## src/rtl/tpm_buf_arbiter_pkg.sv

```systemverilog
// rtl/tpm_buf_arbiter_pkg.sv - shared types and constants for the TPM buffer arbiter
package tpm_buf_arbiter_pkg;

    localparam int TPM_RAM_ADDR_WIDTH = 11;

    typedef enum logic [2:0] {
        ST_IDLE    = 3'd0,
        ST_ISSUE   = 3'd1,
        ST_ACCESS  = 3'd2,
        ST_RESP    = 3'd3,
        ST_DP_WAIT = 3'd4
    } state_t;

    // One-hot byte write enable for a little-endian byte lane.
    function automatic logic [3:0] lane_mask(input logic [1:0] lane);
        return 4'b0001 << lane;
    endfunction

endpackage

```

## src/rtl/tpm_buf_arbiter_sync_2ff.sv

```systemverilog
// rtl/tpm_buf_arbiter_sync_2ff.sv - generic 2-flop level synchronizer
module tpm_buf_arbiter_sync_2ff (
    input  logic clk,
    input  logic rstn,
    input  logic d,
    output logic q
);

    logic meta;

    // Two back-to-back flops give the first stage a full cycle to resolve.
    always_ff @(posedge clk or negedge rstn) begin
        if (!rstn) begin
            meta <= 1'b0;
            q    <= 1'b0;
        end else begin
            meta <= d;
            q    <= meta;
        end
    end

endmodule

```

## src/rtl/tpm_buf_arbiter.sv

```systemverilog
// rtl/tpm_buf_arbiter.sv - arbitrates the shared TPM buffer RAM between WB CPU and LPC DP ports
module tpm_buf_arbiter
    import tpm_buf_arbiter_pkg::*;
#(
    parameter int         ADDR_W       = TPM_RAM_ADDR_WIDTH,
    parameter bit         LOCK_ON_EXEC = 1'b1,
    parameter logic [7:0] DP_RD_FILL   = 8'hFF
) (
    input  logic              clk_i,
    input  logic              rstn_i,
    input  logic              exec_i,
    input  logic              wb_cyc_i,
    input  logic              wb_stb_i,
    input  logic              wb_we_i,
    input  logic [ADDR_W-1:0] wb_adr_i,
    input  logic [3:0]        wb_sel_i,
    input  logic [31:0]       wb_dat_i,
    output logic [31:0]       wb_dat_o,
    output logic              wb_ack_o,
    output logic              wb_err_o,
    input  logic              dp_req_i,
    input  logic              dp_we_i,
    input  logic [ADDR_W-1:0] dp_adr_i,
    input  logic [7:0]        dp_dat_i,
    output logic [7:0]        dp_dat_o,
    output logic              dp_ack_o,
    output logic [ADDR_W-3:0] ram_a_o,
    output logic [31:0]       ram_wd_o,
    output logic [3:0]        ram_wen_o,
    input  logic [31:0]       ram_rd_i
);

    state_t            state_q, state_d;
    logic              cur_dp_q, cur_dp_d;
    logic [1:0]        lane_q, lane_d;
    logic              rr_last_dp_q, rr_last_dp_d;
    logic [31:0]       wb_dat_d;
    logic              wb_ack_d, wb_err_d;
    logic [7:0]        dp_dat_d;
    logic              dp_ack_d;
    logic [ADDR_W-3:0] ram_a_d;
    logic [31:0]       ram_wd_d;
    logic [3:0]        ram_wen_d;

    logic dp_req_s;
    logic wb_req;
    logic dp_new;
    logic pick_dp;
    logic permit;
    logic unused_bits;

    // WB byte offset is irrelevant: the CPU always addresses whole words.
    assign unused_bits = ^wb_adr_i[1:0];

    tpm_buf_arbiter_sync_2ff u_dp_req_sync (
        .clk  (clk_i),
        .rstn (rstn_i),
        .d    (dp_req_i),
        .q    (dp_req_s)
    );

    assign wb_req = wb_cyc_i & wb_stb_i;
    assign dp_new = dp_req_s & ~dp_ack_o;

    // Next-state and next-output logic; all outputs come straight from flops.
    always_comb begin
        state_d      = state_q;
        cur_dp_d     = cur_dp_q;
        lane_d       = lane_q;
        rr_last_dp_d = rr_last_dp_q;
        wb_dat_d     = wb_dat_o;
        wb_ack_d     = 1'b0;
        wb_err_d     = 1'b0;
        dp_dat_d     = dp_dat_o;
        dp_ack_d     = dp_ack_o;
        ram_a_d      = ram_a_o;
        ram_wd_d     = ram_wd_o;
        ram_wen_d    = 4'b0000;
        pick_dp      = 1'b0;
        permit       = 1'b0;

        case (state_q)
            ST_IDLE: begin
                if (wb_req || dp_new) begin
                    // On contention the side not served last wins.
                    pick_dp      = dp_new && (!wb_req || !rr_last_dp_q);
                    permit       = !LOCK_ON_EXEC || (pick_dp ? !exec_i : exec_i);
                    rr_last_dp_d = pick_dp;
                    cur_dp_d     = pick_dp;
                    if (pick_dp) begin
                        lane_d = dp_adr_i[1:0];
                    end
                    if (permit) begin
                        state_d = ST_ISSUE;
                        if (pick_dp) begin
                            ram_a_d   = dp_adr_i[ADDR_W-1:2];
                            ram_wd_d  = {4{dp_dat_i}};
                            ram_wen_d = dp_we_i ? lane_mask(dp_adr_i[1:0]) : 4'b0000;
                        end else begin
                            ram_a_d   = wb_adr_i[ADDR_W-1:2];
                            ram_wd_d  = wb_dat_i;
                            ram_wen_d = wb_we_i ? wb_sel_i : 4'b0000;
                        end
                    end else begin
                        // Refused: answer immediately without touching the RAM.
                        state_d = ST_RESP;
                        if (pick_dp) begin
                            dp_ack_d = 1'b1;
                            dp_dat_d = DP_RD_FILL;
                        end else begin
                            wb_err_d = 1'b1;
                        end
                    end
                end
            end
            ST_ISSUE: begin
                state_d = ST_ACCESS;
            end
            ST_ACCESS: begin
                state_d = ST_RESP;
                if (cur_dp_q) begin
                    dp_ack_d = 1'b1;
                    dp_dat_d = ram_rd_i[{lane_q, 3'b000} +: 8];
                end else if (wb_req) begin
                    // A master that dropped its strobe gets no ack.
                    wb_ack_d = 1'b1;
                    wb_dat_d = ram_rd_i;
                end
            end
            ST_RESP: begin
                state_d = cur_dp_q ? ST_DP_WAIT : ST_IDLE;
            end
            ST_DP_WAIT: begin
                if (!dp_req_s) begin
                    dp_ack_d = 1'b0;
                    state_d  = ST_IDLE;
                end
            end
            default: begin
                state_d = ST_IDLE;
            end
        endcase
    end

    // State and output register bank; reset aborts any operation in flight.
    always_ff @(posedge clk_i or negedge rstn_i) begin
        if (!rstn_i) begin
            state_q      <= ST_IDLE;
            cur_dp_q     <= 1'b0;
            lane_q       <= 2'b00;
            rr_last_dp_q <= 1'b1;
            wb_dat_o     <= '0;
            wb_ack_o     <= 1'b0;
            wb_err_o     <= 1'b0;
            dp_dat_o     <= '0;
            dp_ack_o     <= 1'b0;
            ram_a_o      <= '0;
            ram_wd_o     <= '0;
            ram_wen_o    <= '0;
        end else begin
            state_q      <= state_d;
            cur_dp_q     <= cur_dp_d;
            lane_q       <= lane_d;
            rr_last_dp_q <= rr_last_dp_d;
            wb_dat_o     <= wb_dat_d;
            wb_ack_o     <= wb_ack_d;
            wb_err_o     <= wb_err_d;
            dp_dat_o     <= dp_dat_d;
            dp_ack_o     <= dp_ack_d;
            ram_a_o      <= ram_a_d;
            ram_wd_o     <= ram_wd_d;
            ram_wen_o    <= ram_wen_d;
        end
    end

endmodule

```

## config.mk

```make
export PLATFORM = sky130hd
export DESIGN_NAME = tpm_buf_arbiter
export DESIGN_NICKNAME = d
export VERILOG_FILES = /design/src/rtl/tpm_buf_arbiter_pkg.sv /design/src/rtl/tpm_buf_arbiter_sync_2ff.sv /design/src/rtl/tpm_buf_arbiter.sv
export SDC_FILE = /design/constraint.sdc
export NUM_CORES = 1
export LEC_CHECK = 0
export ABC_CLOCK_PERIOD_IN_PS = 6600
export CAP_MARGIN = 20
export CORE_ASPECT_RATIO = 1.4
export CORE_MARGIN = 4
export CORE_UTILIZATION = 45
export DETAILED_ROUTE_END_ITERATION = 16
export GPL_ROUTABILITY_DRIVEN = 0
export PLACE_DENSITY = 0.95
export SLEW_MARGIN = 20
export SYNTH_ARGS = -nofsm -noshare
export SYNTH_HDL_FRONTEND = slang
export SYNTH_SLANG_ARGS = --single-unit
```

## constraint.sdc

```tcl
create_clock -name clk_i -period 6.6 [get_ports clk_i]
set_input_delay 1.98 -clock clk_i [delete_from_list [all_inputs] [get_ports clk_i]]
set_output_delay 1.98 -clock clk_i [all_outputs]
set_load 0.005 [all_outputs]
```

Yosys cells after proc, flatten, opt, wreduce, memory -nomap -nowiden
Cells that the tools add are included.

Eq/ne operators: 9. Shift operators: 2. Mux-type cells: 32. Bitwise logic cells: 4. Reductions and logical operators: 16.

Operator list (count): $mux W32 (1); $mux W8 (4); $shiftx A32 B6 Y8 (1); $mux W4 (6); $pmux W8 S2 (1); $pmux W3 S5 (1); $mux W1 (13); $ne A2 B2 Y1 const B (5); $mux W3 (3); $mux W9 (1); $reduce_and A3 Y1 (3); $eq A3 B2 Y1 const B (2); $reduce_and A6 Y1 (1); $reduce_and A5 Y1 (1); $reduce_and A2 Y1 (2); $shl A1 B2 Y4 const A (1); $eq A3 B1 Y1 const B (1); $eq A3 B3 Y1 const B (1); $logic_not A1 Y1 (3); $logic_not A3 Y1 (1); $pmux W1 S3 (1); $reduce_bool A3 Y1 (1); $and A1 B1 Y1 (2); $logic_or A1 B1 Y1 (2); 4 further kinds (5).

Bits in registers: 97. Input port bits: 106. Output and inout bits: 88.

Depth between registers and ports, before layout
Gate-level depths: netlist (run 1).

Depth in word-level cells: 8. Gate-level depth with buffers: 10.

Modules after synthesis
From an unflattened synthesis (run 1), not the netlist that was laid out.

Cells, all modules: 375. Area total of the unflattened synthesis: 4222.8 um^2.

By module, submodules not included: tpm_buf_arbiter (instances 1, cells an instance 373, area each 4172.8 um^2, seq. area each 2378.5 um^2); tpm_buf_arbiter_sync_2ff (instances 1, cells an instance 2, area each 50.0 um^2, seq. area each 50.0 um^2).

Worst setup path after synthesis (run 1)
OpenSTA, ideal clock, no wires.

Path type: input to register. Start point: input port wb_cyc_i. End point: register ram_wd_o[20]. Library setup time: 0.123 ns. Arrival: 3.556 ns. Setup slack: 2.920 ns. Cell stages on the path: 10. Buffers on the path: 3. Cell sequence: and2_4 -> a21oi_2 -> inv_2 -> buf_2 -> buf_2 -> ha_1 -> o211ai_1 -> buf_4 -> a21oi_4 -> a21oi_1.

Cells in the longest elaborated chain, start to end: 6. Elaborated cells on any way between the ends: 8. Classes of those cells: 2 x mux; 1 x bitwise; 5 x reduce/logical.

RTL lines: from (decl) (RTL line tpm_buf_arbiter.sv:12) `input logic wb_cyc_i,`; $and A1 B1 Y1 (*) (RTL line tpm_buf_arbiter.sv:62) `assign wb_req = wb_cyc_i & wb_stb_i;`; $logic_not A1 Y1 (RTL line tpm_buf_arbiter.sv:86) `pick_dp = dp_new && (!wb_req || !rr_last_dp_q);`; $logic_or A1 B1 Y1 (RTL line tpm_buf_arbiter.sv:86); $logic_and A1 B1 Y1 (RTL line tpm_buf_arbiter.sv:86); $mux W1 (RTL line tpm_buf_arbiter.sv:87) `permit = !LOCK_ON_EXEC || (pick_dp ? !exec_i : exec_i);`; $reduce_and A3 Y1 (no source line); to (signal assigned) (RTL line tpm_buf_arbiter.sv:171) `ram_wd_o <= ram_wd_d;`; to (decl) (RTL line tpm_buf_arbiter.sv:28) `output logic [31:0] ram_wd_o,`.

Every way passes the cells marked *; elsewhere a longest branch is shown, timed or not. A chain may end at the register's enable or synchronous reset.

Final worst setup path (run 1)
Start point: input port wb_cyc_i. End point: register ram_wd_o[24].

The elaborated chain is that of the path after synthesis.

==> summary.txt, run 1 <==
Run status
  – Status: complete, no violations

Setup path
  – Critical path required time: 6850 ps
  – Crit-path slowest cell: o211a_2
  – CP max stage delay: 790 ps
  – Worst setup path category: input pin to flip-flop
  – WP buf/inv: 3
  – Crit-path max FO: 41
  – Arr. time, crit path: 4690 ps
  – Startpoint types: input pin
  – Crit path from: wb_cyc_i
  – Worst reg2reg startpoint: dp_ack_o$_DFFE_PN0P_
  – CP cell instances: clkdlybuf4s50_1 -> and2_4 -> a21oi_4 -> buf_4 -> inv_2 -> ha_1 -> o211a_2 -> nor2_1 -> a21oi_1
  – Critical path's top delay family: compound AO/OA/AOI/OAI gates
  – Crit. End Element: flip-flop

Clock tree
  – Post-CTS Setup Bufs: 0
  – H-tree levels: 3
  – CTS tree: done
  – Clock-pin slew on the worst setup and hold paths: 70 ps
  – Hold Buf Count CTS: 0
  – PostCTS Resize Cnt: 0
  – Root Driver: clkbuf_16
  – Clock Path Buffers: 2
  – Skew-Pair Late Insertion Delay: 340 ps
  – Total CTS buffers: 9
  – Sink Count: 97

Timing
  – Unrepaired setup endpoints after global routing: false
  – Setup Skew: 10.5 ps
  – Crit path time final: 4440 ps
  – Fmax: 225 MHz
  – Setup-failing EPs final: 0
  – Setup TNS Final: 0 ps
  – Slew headroom: 39.7%
  – Period Utilization, post-route: 67.2%
  – Final WS setup: 2160 ps
  – Final count of pins violating max slew: 0
  – Hold Violations, Final: 0
  – Fin Hold WS: 358 ps
  – Worst slew pin tran: 905 ps

Cells and area
  – Finished Layout Cells: 673
  – Fraction of layout cells with a size suffix above 1: 14.3%
  – Most frequent cells in the layout: 190 x clkdlybuf4s50_1, 96 x dfrtp_1, 66 x a21oi_1
  – Antenna Cells: 0
  – Fill cells: 609
  – Multi-input gate area: 1670 um^2
  – Reg area: 2430 um^2
  – Area delta synth->final: 53.8%
  – Commonest non-fill, non-tap cell in the layout: clkdlybuf4s50_1
  – Final nets: 668

Synthesis
  – Synth Warn #: 0
  – Net Count, Synth: 482
  – Sequential-to-total area share from yosys stat: 57.5%
  – Number of distinct library cells after synthesis: 38
  – Synth area leader: dfrtp_1
  – Post-synth top area share: 56.9%
  – Synth top area cells: dfrtp_1 57%, mux2_2 9.1%, a21oi_1 7.8%, nor2_1 5.2%, mux4_2 4.3%
  – Number of synthesized register bits: 97
  – Post-Syn Area: 4220 um^2
  – Cells after Synth: 375
  – Synth Area per Inst: 11.3 um^2

Floorplanning
  – I/O pins: 194
  – Die W: 89.9 um
  – Total die area: 11000 um^2
  – Core area: 9080 um^2
  – Initial core utilization: 46.5%
  – Num rows: 41
  – Die height: 123 um

GRT
  – Global route total overflow: 0
  – Vias in the first global route: 3961
  – Largest net degree at the start of global routing: 67
  – Global-route wire length before repair: 20500 um
  – Initial antenna violation count: 0
  – GR Util All Layers: 24.0%

Detailed routing
  – WL final: 13400 um
  – Routed WL per cell: 19.9 um
  – DRT Pass-1 Iters: 4
  – Initial DRC Count: 217
  – Total number of vias: 3715
  – DRT antenna net count: 0
  – # DRC: 0
  – Vias per cell: 5.52

Worst hold path
  – Min-Delay Path Class: flip-flop to flip-flop
  – Min-delay src: u_dp_req_sync.meta$_DFF_PN0_

Placement
  – DP HPWL: 9970 um
  – Dpl ws: 1860 ps
  – PortBufs: 191
  – Post-placement cell count: 657

Power
  – P_leak: 0.00269 uW
  – VDD IR-drop max: 0.000259 V
  – Power Dens Cells: 443 nW/um^2
  – Total Power: 2880 uW

Run
  – Max-cap violations: 0
-- where the power goes --
part           switching (uW)  internal, uW
Sequential                205           875
Clock                     216           315
Combinational             509           756
Total                     930          1950
-- synthesized netlist by cell type --
cell type and n:
dfrtp_1 96, a21oi_1 66, nor2_1 59, nand2_1 47, mux2_2 34, buf_2 11
mux4_2 8, a21oi_4 7, nand3_1 6, clkbuf_1 5, buf_6 3, nand4b_1 3
buf_4 2, inv_1 2, nor2b_1 2, o21ai_0 2, a211oi_1 1, a21oi_2 1
and2_4 1, and3_1 1, dfstp_2 1, ha_1 1, inv_2 1, nand2_2 1
nand2b_1 1, nand3_2 1, nand4_1 1, nor2_4 1, nor3_1 1, nor3_2 1
nor3_4 1, o211a_1 1, o211ai_1 1, o221a_2 1, o31a_1 1, o31ai_1 1
or2_0 1, or4b_1 1
-- final cells by class --
cell class / count / area share [%]
Clock inverter: 4 / 0.790
Inverter: 3 / 0.173
Multi-Input combinational cell: 254 / 25.7
Clock buffer: 12 / 3.95
Sequential cell: 97 / 37.4
Timing Repair Buffer: 196 / 30.0
Tap cell: 107 / 2.06
-- kinds of logic after synthesis --
logic type	count (synthesis)	share of synthesized area [%]
mux	42	13.3
compound gates	82	12.2
flops	97	57.5
simple gates	129	13.5
fa+ha+maj	1	0.296
buf+inv	24	3.17
-- layer usage --
layer | global-route usage [%] | routed length [um]
met2 | 44.6 | 7480
met1 | 25.1 | 4590
met3 | 4.78 | 609
met4 | 14.6 | 746
met5 | 0 | 0
-- state kept, by name, indices dropped and copies added (netlist names) --
| signal | cells |
|---|---|
| cur_dp_q | 1 |
| dp_ack_o | 1 |
| dp_dat_o | 8 |
| lane_q | 2 |
| ram_a_o | 9 |
| ram_wd_o | 32 |
| ram_wen_o | 4 |
| rr_last_dp_q | 1 |
| state_q | 3 |
| u_dp_req_sync.meta | 1 |
| u_dp_req_sync.q | 1 |
| wb_ack_o | 1 |
| wb_dat_o | 32 |
| wb_err_o | 1 |
-- worst paths after layout --
check	endpoint	cells past startpoint	slack (ps)
worst min-delay path	u_dp_req_sync.q$_DFF_PN0_	0	360
worst min register to register	u_dp_req_sync.q$_DFF_PN0_	0	360
max in group asynchronous	ram_wen_o[2]$_DFF_PN0_	2	3850
worst max-delay path	ram_wd_o[24]$_DFFE_PN0P_	9	2160
min in group asynchronous	wb_ack_o$_DFF_PN0_	1	1560
worst max register to register	ram_wd_o[24]$_DFFE_PN0P_	8	3780
-- per-stage QoR --
step / util [%] / cell area [um^2]
2_1_floorplan: - / 4220
3_3_place_gp: 68.2 / 6190
3_5_place_dp: 68.2 / 6190
4_1_cts: 71.5 / 6500
5_1_grt: 71.5 / 6500
6_report: 71.5 / 6500
No activity file was read; power rests on OpenSTA's default activity.
==> inputs of run 2 (changes only) <==
ABC_CLOCK_PERIOD_IN_PS = 4150   (was 6600)
CORE_UTILIZATION = 42   (was 45)
PLACE_DENSITY = 0.9   (was 0.95)
clock period = 4.15 ns   (was 6.6 ns; I/O delays follow)
==> summary.txt, run 2 (synthesis gave the netlist of run 1 again) <==
Power
  – Power Dens Cells: 680 nW/um^2 (+54%)
  – VDD IR-drop max: 0.000335 V (+29%)
  – P_leak: 0.00269 uW (about the same)

Clock tree
  – Post-CTS Setup Bufs: 0 (unchanged)
  – CTS tree: done
  – Total CTS buffers: 9 (unchanged)
  – Clock Path Buffers: 2 (unchanged)
  – Sink Count: 97 (unchanged)
  – PostCTS Resize Cnt: 0 (unchanged)
  – Root Driver: clkbuf_16
  – Clock-pin slew on the worst setup and hold paths: 60 ps (about the same)
  – Skew-Pair Late Insertion Delay: 340 ps (about the same)
  – H-tree levels: 3 (unchanged)
  – Hold Buf Count CTS: 0 (unchanged)

Cells and area
  – Final Core Density: 66.3% (-5.3 points)
  – Area delta synth->final: 54.5%
  – Fraction of layout cells with a size suffix above 1: 14.8% (+0.45 points)
  – Most frequent cells in the layout: 190 x clkdlybuf4s50_1, 96 x dfrtp_1, 66 x a21oi_1
  – Fin area: 6520 um^2 (+0.42%)
  – Antenna Cells: 0 (unchanged)
  – Fill cells: 744 (+22%)
  – Biggest regs: ram_wd_o (32), wb_dat_o (32), ram_a_o (9)
  – Final nets: 671 (+0.45%)
  – Commonest non-fill, non-tap cell in the layout: clkdlybuf4s50_1
  – Finished Layout Cells: 704 (+4.6%)

Timing
  – Crit path time final: 3110 ps
  – Worst slew pin tran: 631 ps (-274 ps)
  – Hold Violations, Final: 0 (unchanged)
  – Period Utilization, post-route: 74.9%
  – Setup Skew: 5.16 ps (-5.36 ps)
  – Fmax: 322 MHz
  – Setup-failing EPs final: 0 (unchanged)
  – Setup TNS Final: 0 ps (unchanged)
  – Fin Hold WS: 351 ps (-7.06 ps)
  – Unrepaired setup endpoints after global routing: false
  – Slew headroom: 58.0% (+18 points)
  – Final count of pins violating max slew: 0 (unchanged)

Worst hold path
  – Min-Delay Path Class: flip-flop to flip-flop

Setup path
  – Crit-path max FO: 8 (-80%)
  – Crit. End Element: flip-flop
  – Startpoint types: input pin
  – Critical path required time: 4350 ps (-2500 ps)
  – Worst setup path category: input pin to flip-flop
  – Arr. time, crit path: 3310 ps (-1380 ps)

GRT
  – GR Util All Layers: 21.4% (-2.6 points)
  – Vias in the first global route: 3772 (-4.8%)
  – Global route total overflow: 0 (unchanged)
  – Global-route wire length before repair: 19400 um (-5.3%)
  – Largest net degree at the start of global routing: 53 (-21%)
  – Initial antenna violation count: 0 (unchanged)

Placement
  – DP HPWL: 9470 um (-5.0%)
  – Post-placement cell count: 688 (+4.7%)
  – Post-DP Area: 6250 um^2 (+0.93%)
  – PortBufs: 191 (unchanged)

Floorplanning
  – Die height: 127 um (+3.3%)
  – Total die area: 11700 um^2 (+6.6%)
  – Num rows: 43 (+4.9%)
  – I/O pins: 194 (unchanged)
  – Initial core utilization: 42.9% (-3.6 points)
  – Core area: 9850 um^2 (+8.4%)
  – Die W: 92.7 um (+3.2%)

Detailed routing
  – DRT antenna net count: 0 (unchanged)
  – Routed WL per cell: 17.5 um (-12%)
  – Initial DRC Count: 140 (-35%)
  – DRT Pass-1 Iters: 4 (unchanged)
  – # DRC: 0 (unchanged)
  – Total number of vias: 3622 (-2.5%)
  – WL final: 12300 um (-8.4%)
  – Vias per cell: 5.14 (-6.8%)

Run
  – Max-cap violations: 0 (unchanged)

Run status
  – Status: complete, no violations
## run 2: cell types whose count changed in the layout (fill, tap and decap cells not counted)
cell	delta
buf_4	+3
clkinv_4	-1
bufinv_16	-1
clkinvlp_4	+3
o211a_2	-1
clkbuf_8	-2
inv_6	+2
clkbuf_1	-1
o211a_1	+1
## run 2: final timing paths
path / startpoint / end / slack (ps) / depth (start not counted)
max: wb_cyc_i / ram_wd_o[3]$_DFFE_PN0P_ / 1040 / 9
min: u_dp_req_sync.meta$_DFF_PN0_ / u_dp_req_sync.q$_DFF_PN0_ / 350 / 0
max in group asynchronous: rstn_i / wb_dat_o[5]$_DFFE_PN0P_ / 2420 / 2
min in group asynchronous: rstn_i / wb_dat_o[17]$_DFFE_PN0P_ / 930 / 1
min reg2reg: u_dp_req_sync.meta$_DFF_PN0_ / u_dp_req_sync.q$_DFF_PN0_ / 350 / 0
max reg2reg: dp_ack_o$_DFFE_PN0P_ / ram_wd_o[3]$_DFFE_PN0P_ / 1960 / 8
## run 2: final cells by class
cell class | count | area [um^2] | area share [%]
multi-input cells | 254 | 1670 | 25.6
clock buffers | 9 | 225 | 3.45
clock inverters | 7 | 52.6 | 0.806
well taps | 135 | 169 | 2.59
inverters | 3 | 11.3 | 0.173
repair buffers | 199 | 1970 | 30.2
flip-flops and latches | 97 | 2430 | 37.2
## run 2: metrics by stage
| stage | worst slack, ps | total power [uW] |
|---|---|---|
| floorplan | 1210 | 2530 |
| global placement | 734 | 3600 |
| detailed placement | 668 | 3700 |
| CTS | 1010 | 4490 |
| global route | 938 | 4730 |
| finish | 1040 | 4430 |
## run 2: critical path, stage by stage
cell and delay (ps):
clkdlybuf4s50_1 440, and2_4 200, a21oi_4 150, inv_2 50
ha_1 340, o211ai_1 130, buf_4 240, a21oi_1 370
a21oi_1 130
## run 2: routing by layer
layer | up-vias | track usage (%) | part of all wire (%)
li1 | 1670 | - | -
met1 | 1760 | 24.4 | 37
met2 | 168 | 36.6 | 51
met3 | 24 | 7.77 | 9.5
met4 | 0 | 7.94 | 2.3
met5 | - | 0 | 0
## run 2: where the power goes
part           leakage, uW  switching [uW]  internal, uW
logic              0.00143             750          1210
clock network     0.000124             360           409
registers          0.00114             319          1390
==> inputs of run 3 (changes only) <==
ABC_CLOCK_PERIOD_IN_PS = 3100   (was 4150)
clock period = 3.1 ns   (was 4.15 ns; I/O delays follow)
==> summary.txt, run 3 (synthesis gave the netlist of run 1 again) <==
Setup path
  – Crit-path max FO: 7 (-1)
  – Critical path required time: 3310 ps (-1040 ps)
  – WP buf/inv: 3 (unchanged)
  – Arr. time, crit path: 2850 ps (-460 ps)
  – Crit path from: wb_cyc_i
  – Worst setup path category: input pin to flip-flop
  – CP cell instances: clkdlybuf4s50_1 -> and2_4 -> a21oi_4 -> inv_2 -> ha_1 -> o211ai_1 -> buf_4 -> a21oi_4 -> a21oi_1
  – CP max stage delay: 440 ps (about the same)
  – Crit-path slowest cell: clkdlybuf4s50_1
  – Worst reg2reg startpoint: dp_ack_o$_DFFE_PN0P_
  – Critical path's top delay family: buffers and inverters
  – Crit. End Element: flip-flop
  – Most frequent CP cell: a21oi_4
  – Reg-to-Reg End: ram_wd_o[2]$_DFFE_PN0P_
  – Flop2flop setup slack: 1040 ps (-920 ps)
  – R2R depth: 8 (unchanged)
  – Startpoint types: input pin

Power
  – Seq pwr share: 37.8% (-0.8 points)
  – Comb power frac: 43.6% (-0.5 points)
  – Sw frac: 31.2% (-1.0 points)
  – Int Pwr: 4160 uW (+39%)
  – VDD IR-drop max: 0.000420 V (+25%)
  – Power Dens Cells: 918 nW/um^2 (+35%)
  – P_sw: 1890 uW (+32%)
  – Clock power share: 18.7% (+1.4 points)
  – P_leak: 0.00273 uW (+1.5%)

Timing
  – Final count of pins violating max slew: 0 (unchanged)
  – Worst slew pin tran: 535 ps (-96.2 ps)
  – Hold Violations, Final: 0 (unchanged)
  – Setup TNS Final: 0 ps (unchanged)
  – Slew headroom: 64.4% (+6.4 points)
  – Setup Skew: 8.27 ps (+3.12 ps)
  – Final WS setup: 458 ps (-584 ps)
  – Unrepaired setup endpoints after global routing: false
  – Setup-failing EPs final: 0 (unchanged)
  – Fin Hold WS: 355 ps (+4.60 ps)
  – Fmax: 379 MHz
  – Crit path time final: 2640 ps
  – Period Utilization, post-route: 85.2%

Clock tree
  – Sink Count: 97 (unchanged)
  – H-tree levels: 3 (unchanged)
  – Clock-pin slew on the worst setup and hold paths: 70 ps (about the same)
  – CTS tree: done
  – PostCTS Resize Cnt: 0 (unchanged)
  – Hold Buf Count CTS: 0 (unchanged)
  – Skew-Pair Late Insertion Delay: 340 ps (about the same)
  – Clock Path Buffers: 2 (unchanged)
  – Post-CTS Setup Bufs: 0 (unchanged)
  – Root Driver: clkbuf_16
  – Total CTS buffers: 9 (unchanged)

Detailed routing
  – DRT antenna net count: 0 (unchanged)
  – WL final: 12300 um (+0.20%)
  – # DRC: 0 (unchanged)
  – Initial DRC Count: 104 (-26%)
  – Routed WL per cell: 17.5 um (+0.20%)
  – Total number of vias: 3619 (-0.083%)
  – DRT Pass-1 Iters: 4 (unchanged)
  – Vias per cell: 5.14 (about the same)

Placement
  – DP HPWL: 9230 um (-2.5%)
  – Dpl ws: 112 ps (-556 ps)
  – PortBufs: 191 (unchanged)
  – Post-placement cell count: 688 (unchanged)

GRT
  – Global-route wire length before repair: 19900 um (+2.5%)
  – Vias in the first global route: 3852 (+2.1%)
  – Met1 Use GR: 25.3% (+0.92 points)
  – Busiest grt layer: met2
  – Global route total overflow: 0 (unchanged)
  – GR Util All Layers: 21.6% (+0.26 points)
  – Initial antenna violation count: 0 (unchanged)
  – Largest net degree at the start of global routing: 98 (+85%)
  – Met2 Resource Use GR: 36.9% (+0.34 points)
  – Met3 usage: 7.83% (+0.059 points)

Cells and area
  – Final nets: 671 (unchanged)
  – Finished Layout Cells: 704 (unchanged)
  – Reg area: 2430 um^2 (unchanged)
  – Commonest non-fill, non-tap cell in the layout: clkdlybuf4s50_1
  – Fraction of layout cells with a size suffix above 1: 14.6% (-0.18 points)
  – Final Core Density: 67.0% (+0.70 points)
  – Antenna Cells: 0 (unchanged)
  – Most frequent cells in the layout: 190 x clkdlybuf4s50_1, 96 x dfrtp_1, 66 x a21oi_1
  – Multi-input gate area: 1670 um^2 (unchanged)
  – Fill cells: 718 (-3.5%)
  – Area delta synth->final: 56.1%
  – Biggest regs: ram_wd_o (32), wb_dat_o (32), ram_a_o (9)

Worst hold path
  – Hold depth: 0 (unchanged)
  – Min-Delay Path Class: flip-flop to flip-flop
  – Min-delay src: u_dp_req_sync.meta$_DFF_PN0_
  – Worst hold path endpoint: u_dp_req_sync.q$_DFF_PN0_

Floorplanning
  – Initial core utilization: 42.9% (unchanged)
  – Num rows: 43 (unchanged)
  – Total die area: 11700 um^2 (unchanged)
  – I/O pins: 194 (unchanged)
  – Die W: 92.7 um (unchanged)
  – Core area: 9850 um^2 (unchanged)
  – Die height: 127 um (unchanged)

Run
  – Max-cap violations: 0 (unchanged)

Run status
  – Status: complete, no violations
-- run 3: power groups by stage --
stage	sequential (uW)	combinational, uW	clock [uW]
final	2290	2640	1130
after global routing	2380	2860	1210
after CTS	2290	2680	1160
after detailed placement	2310	2660	0
after global placement	2270	2580	0
after floorplan	2240	1140	0
-- run 3: worst max-delay path by stage --
stage / endpoint / slack, ps / depth (start not counted)
floorplan: ram_wd_o[20]$_DFFE_PN0P_ / 470 / 10
global placement: ram_wd_o[10]$_DFFE_PN0P_ / 130 / 9
detailed placement: ram_wd_o[2]$_DFFE_PN0P_ / 110 / 9
CTS: ram_wd_o[2]$_DFFE_PN0P_ / 440 / 9
global route: ram_wd_o[13]$_DFFE_PN0P_ / 370 / 9
finish: ram_wd_o[2]$_DFFE_PN0P_ / 460 / 9
-- run 3: cell type report --
class,instances,share of cell area (%)
sequential,97,36.8
timing repair buffer,199,30.4
multi-input combinational,254,25.3
clock buffer,12,3.89
tap,135,2.56
clock inverter,4,0.797
inverter,3,0.171
-- run 3: worst register-to-register path, delay by kind of cell (launching register included) --
family          cells  cell delay [ps]
flops               1              440
buf+inv             2              310
fa+ha+maj           1              350
compound gates      4              600
simple gates        1              230
-- run 3: through the flow --
stage / power [uW] / area [um^2]
floorplan: 3380 / 4220
global placement: 4850 / 6280
detailed placement: 4970 / 6280
CTS: 6130 / 6590
global route: 6450 / 6590
finish: 6050 / 6590
-- run 3: metal layers --
layer | share of wire, % | wire (um)
met1 | 37 | 4620
met2 | 51 | 6240
met3 | 10 | 1250
met4 | 1.7 | 214
met5 | 0 | 0
==> RTL change 1: new RTL, flow settings as in run 2 <==
Re-encode `state_t` (5 states) as one-hot, 5 bits wide.
--- a/src/rtl/tpm_buf_arbiter_pkg.sv
+++ b/src/rtl/tpm_buf_arbiter_pkg.sv
@@ -4,10 +4,10 @@
     localparam int TPM_RAM_ADDR_WIDTH = 11;
 
-    typedef enum logic [2:0] {
-        ST_IDLE    = 3'd0,
-        ST_ISSUE   = 3'd1,
-        ST_ACCESS  = 3'd2,
-        ST_RESP    = 3'd3,
-        ST_DP_WAIT = 3'd4
+    typedef enum logic [4:0] {
+        ST_IDLE    = 5'b00001,
+        ST_ISSUE   = 5'b00010,
+        ST_ACCESS  = 5'b00100,
+        ST_RESP    = 5'b01000,
+        ST_DP_WAIT = 5'b10000
     } state_t;
 
Behaviour: no difference found for any inputs over 4 cycles, from zero or initial values and one cycle with rstn_i low; so few cycles prove little.
==> RTL change 1 against run 2 <==
Core utilization decreased by 1.0 points. Area after synthesis increased by 7.3%. Total power decreased by 29%. Sequential power down 20%. Via count hardly changed. Non-clock buffer count is 2 lower. Worst setup slack lost 0.025 ns. Sequential cell count is 2 higher. Register-to-register slack worse by 0.41 ns. Largest cell class unchanged. Worst hold slack improved by 0.0064 ns. Routed wire length grew 7.0%. Design area is 4.6% higher. Count of clock-buffer cells in the layout rose by 1.
==> RTL change 1: results (changes against run 2) <==
* Plain + repair buffers at 197 (-1.0%)
* Slowest Stage Delay on Critical Path at 0.52 ns (+0.08 ns)
* Cells after Synth at 370 (-1.3%)
* Later-pin clock latency in the skew report at 0.34 ns (about the same)
* Inverters excl. clock at 42 (+39)
* Worst Clk Skew at 0.0112 ns (+0.00607 ns)
* Via density at 5.18 (+0.69%)
* Synth cell types at 37 (-2.6%)
* Clock Sinks at 99 (+2.1%)
* Vias in the first global route at 3,969 (+5.2%)
* Sequential cell area share at 36.3% (-0.90 points)
* Placed cell area at 6550 µm² (+4.9%)
* Placed wire-length estimate at 10,100 µm (+7.0%)
* Clock-cell share of area at 4.05% (-0.21 points)
* Final wirelength at 13,200 µm (+7.0%)
* Fin nets at 662 (-1.3%)
* Layout cells sized above 1 at 15.7% (+0.92 points)
* P&R area growth vs syn at 50.6%
* FF-to-FF End: ram_wd_o[17]
* Crit path max-delay cell type: buf_4
* GR Util met1 at 22.6% (-1.8 points)
* Setup crit end kind: flop
* Min-delay src: u_dp_req_sync.meta
* Global Route met3 Usage at 6.93% (-0.84 points)
* Met3 WL at 1230 µm (+5.0%)
* Clock buf count at 10 (+1)
* Top flop regs: ram_wd_o: 32 flops, wb_dat_o: 32 flops, ram_a_o: 9 flops
* Origin of the worst setup path: wb_stb_i
* Fill count at 759 (+2.0%)
* Non-clock buffering overhead at 28.6% (-1.6 points)
* Dpl ws at 0.687 ns (+0.0188 ns)
* Gr usage total at 21.6% (+0.24 points)
* Maximum VDD drop at 0.278 mV (-17%)
* Starting DRT DRC Count at 91 (-35%)
* Placed cells at 683 (-0.73%)
* WL/cell at 18.8 µm (+7.8%)
* Leakage Power at 3.23 nW (+20%)
* H-tree depth at 3 (unchanged)
* Net Count, Synth at 476 (-1.2%)
* Tmin final at 3.13 ns (+0.0251 ns)
* Synth cell count leaders: dfrtp_1 (97), mux2_2 (49), inv_1 (42)
* First-pass GRT wire length at 20,100 µm (+3.7%)
* Synth area leaders: dfrtp_1 (54%), mux2_2 (12%), mux2i_1 (8.8%)
* Wl on met1 at 4470 µm (-3.0%)
* Cells on worst reg2reg path at 5 (-3)
* CP arrival at 3.38 ns (+0.07 ns)
* Largest net degree at the start of global routing at 62 (+17%)
* Slew headroom at 48.1% (-9.8 points)
* Sequential area share after synthesis at 54.7% (-2.8 points)
* WL met2 at 7060 µm (+13%)
* Comb_multi_in at 207 (-19%)
* Crit-path leading delay family: buffers and inverters
* Slack of the worst reg-to-reg path at 1.55 ns (-0.41 ns)
* Outcome: finished clean
* Ant diodes at 0 (unchanged)
* Critical path peak fanout at 31 (+23)
* Post-CTS sizing at 0 (unchanged)
* Global routing usage on met2 at 38.9% (+2.3 points)
* Hold depth at 0 (unchanged)
* Multi-input gate share of the layout cell area at 26.2% (+0.59 points)
[RTL change 1: cell count changes in the layout (fill, tap and decap cells not counted), sizes merged, moves of 9 or more]
cell   change
nor2      -44
nor3b      +9
nand2     -40
mux2i     +40
a21oi     -38
inv       +39
mux2      +18
[RTL change 1: kinds of logic (layout without fill, tap and decap cells)]
group	count (synthesis)	count (layout)	synth area share [%]
muxes	100	100	26.0
DFF	99	99	54.7
buffers and inverters	64	255	6.05
AOI/OAI and AO/OA	50	50	6.18
and+or+nand+nor	57	57	7.07
[RTL change 1: metrics by stage]
step / hold WS [ns] / power [W]
6_report: 0.357 / 0.00315
5_1_grt: 0.368 / 0.00333
4_1_cts: 0.360 / 0.00319
3_5_place_dp: 0.343 / 0.00240
3_3_place_gp: 0.334 / 0.00235
2_1_floorplan: 0.331 / 0.00173
[RTL change 1: report_power, final]
part | internal, W | switching (W) | total (W)
logic | 0.000676 | 0.000323 | 0.000999
registers | 0.00120 | 0.000170 | 0.00137
clock network | 0.000412 | 0.000370 | 0.000783
==> RTL change 2: new RTL, flow settings as in run 2 <==
Made on the original files. `LOCK_ON_EXEC`: 1'b1 -> 1'b0.
--- a/src/rtl/tpm_buf_arbiter.sv
+++ b/src/rtl/tpm_buf_arbiter.sv
@@ -4,5 +4,5 @@
 #(
     parameter int         ADDR_W       = TPM_RAM_ADDR_WIDTH,
-    parameter bit         LOCK_ON_EXEC = 1'b1,
+    parameter bit         LOCK_ON_EXEC = 1'b0,
     parameter logic [7:0] DP_RD_FILL   = 8'hFF
 ) (
Function: changed (Yosys sat finds a counterexample within 4 cycles, from zero or initial values and one cycle with rstn_i low).
==> RTL change 2 against run 2 <==
Sequential cell count decreased by 1. Global-route usage rose by 0.14 points. Synthesized cell count shrank 7.5%. Worst setup slack better by 0.25 ns. Total power rose by 0.16%. Design area down 3.3%. Cell count shrank 8.1%. Clock power grew 8.6%. Routed wire length fell by 4.3%. Combinational power down 2%. Area after synthesis fell by 4.2%. Critical path type unchanged. Critical endpoint is now ram_wd_o[20]. Largest power group unchanged.
==> RTL change 2: results (changes against run 2) <==
* WL met2 at 6040 µm (-3.2%)
* Fin nets at 638 (-4.9%)
* Synth cell types at 32 (-16%)
* Tmin final at 2.86 ns (-0.251 ns)
* Synth area leaders: dfrtp_1 (59%), mux2_1 (8.1%), a21oi_1 (7.5%)
* Area occupied by multi-input gates at 1520 µm² (-9.0%)
* Global routing usage on met2 at 38.4% (+1.8 points)
* Critical path peak fanout at 30 (+22)
* Synth Area in Adders at 0% (-0.30 points)
* Post-Synth XOR/XNOR Area at 0.216% (+0.22 points)
* Via density at 5.34 (+3.7%)
* Slew headroom at 55.7% (-2.2 points)
* Outcome: finished clean
* Worst Clk Skew at 0.00775 ns (+0.00259 ns)
* Placed cells at 631 (-8.3%)
* Placed cell area at 6000 µm² (-3.9%)
* Vias in the first global route at 3,727 (-1.2%)
* Post-synthesis mux area share at 16.1% (+2.8 points)
* First-pass GRT wire length at 18,700 µm (-3.8%)
* Sequential area share after synthesis at 59.4% (+1.9 points)
* Maximum VDD drop at 0.303 mV (-9.6%)
* Met3 WL at 968 µm (-18%)
* Starting DRT DRC Count at 117 (-16%)
* Placed wire-length estimate at 8910 µm (-5.9%)
* Global Route met3 Usage at 7.01% (-0.76 points)
* Largest net degree at the start of global routing at 42 (-21%)
* CP arrival at 3.11 ns (-0.20 ns)
* Final hold slack at 0.352 ns (+0.00106 ns)
* Fin cells at 647 (-8.1%)
* Wl on met1 at 4310 µm (-6.4%)
* GR Util met1 at 22.7% (-1.7 points)
* Internal Pwr Total at 0.00305 W (+1.5%)
* Final wirelength at 11,800 µm (-4.3%)
-- RTL change 2: area by class of cell --
class                           count  share of cell area (%)
Timing Repair Buffer              196                    30.8
Sequential cell                    96                    38.1
Multi-Input combinational cell    229                    24.1
Clock buffer                       11                    3.85
Tap cell                          110                    2.18
Clock inverter                      5                    1.01
-- RTL change 2: worst max-delay path, cell delays in order --
cell and delay (ns):
clkdlybuf4s50_1 0.45, and2_4 0.18, a21o_1 0.51, buf_4 0.42, nand2_1 0.11, a21oi_1 0.17
-- RTL change 2: power groups by stage --
| stage | Combinational, W | Clock [W] | Sequential [W] |
|---|---|---|---|
| 6_report | 0.00192 | 0.000835 | 0.00168 |
| 5_1_grt | 0.00209 | 0.000898 | 0.00175 |
| 4_1_cts | 0.00195 | 0.000860 | 0.00169 |
| 3_5_place_dp | 0.00194 | 0 | 0.00170 |
| 3_3_place_gp | 0.00186 | 0 | 0.00167 |
| 2_1_floorplan | 0.000817 | 0 | 0.00165 |
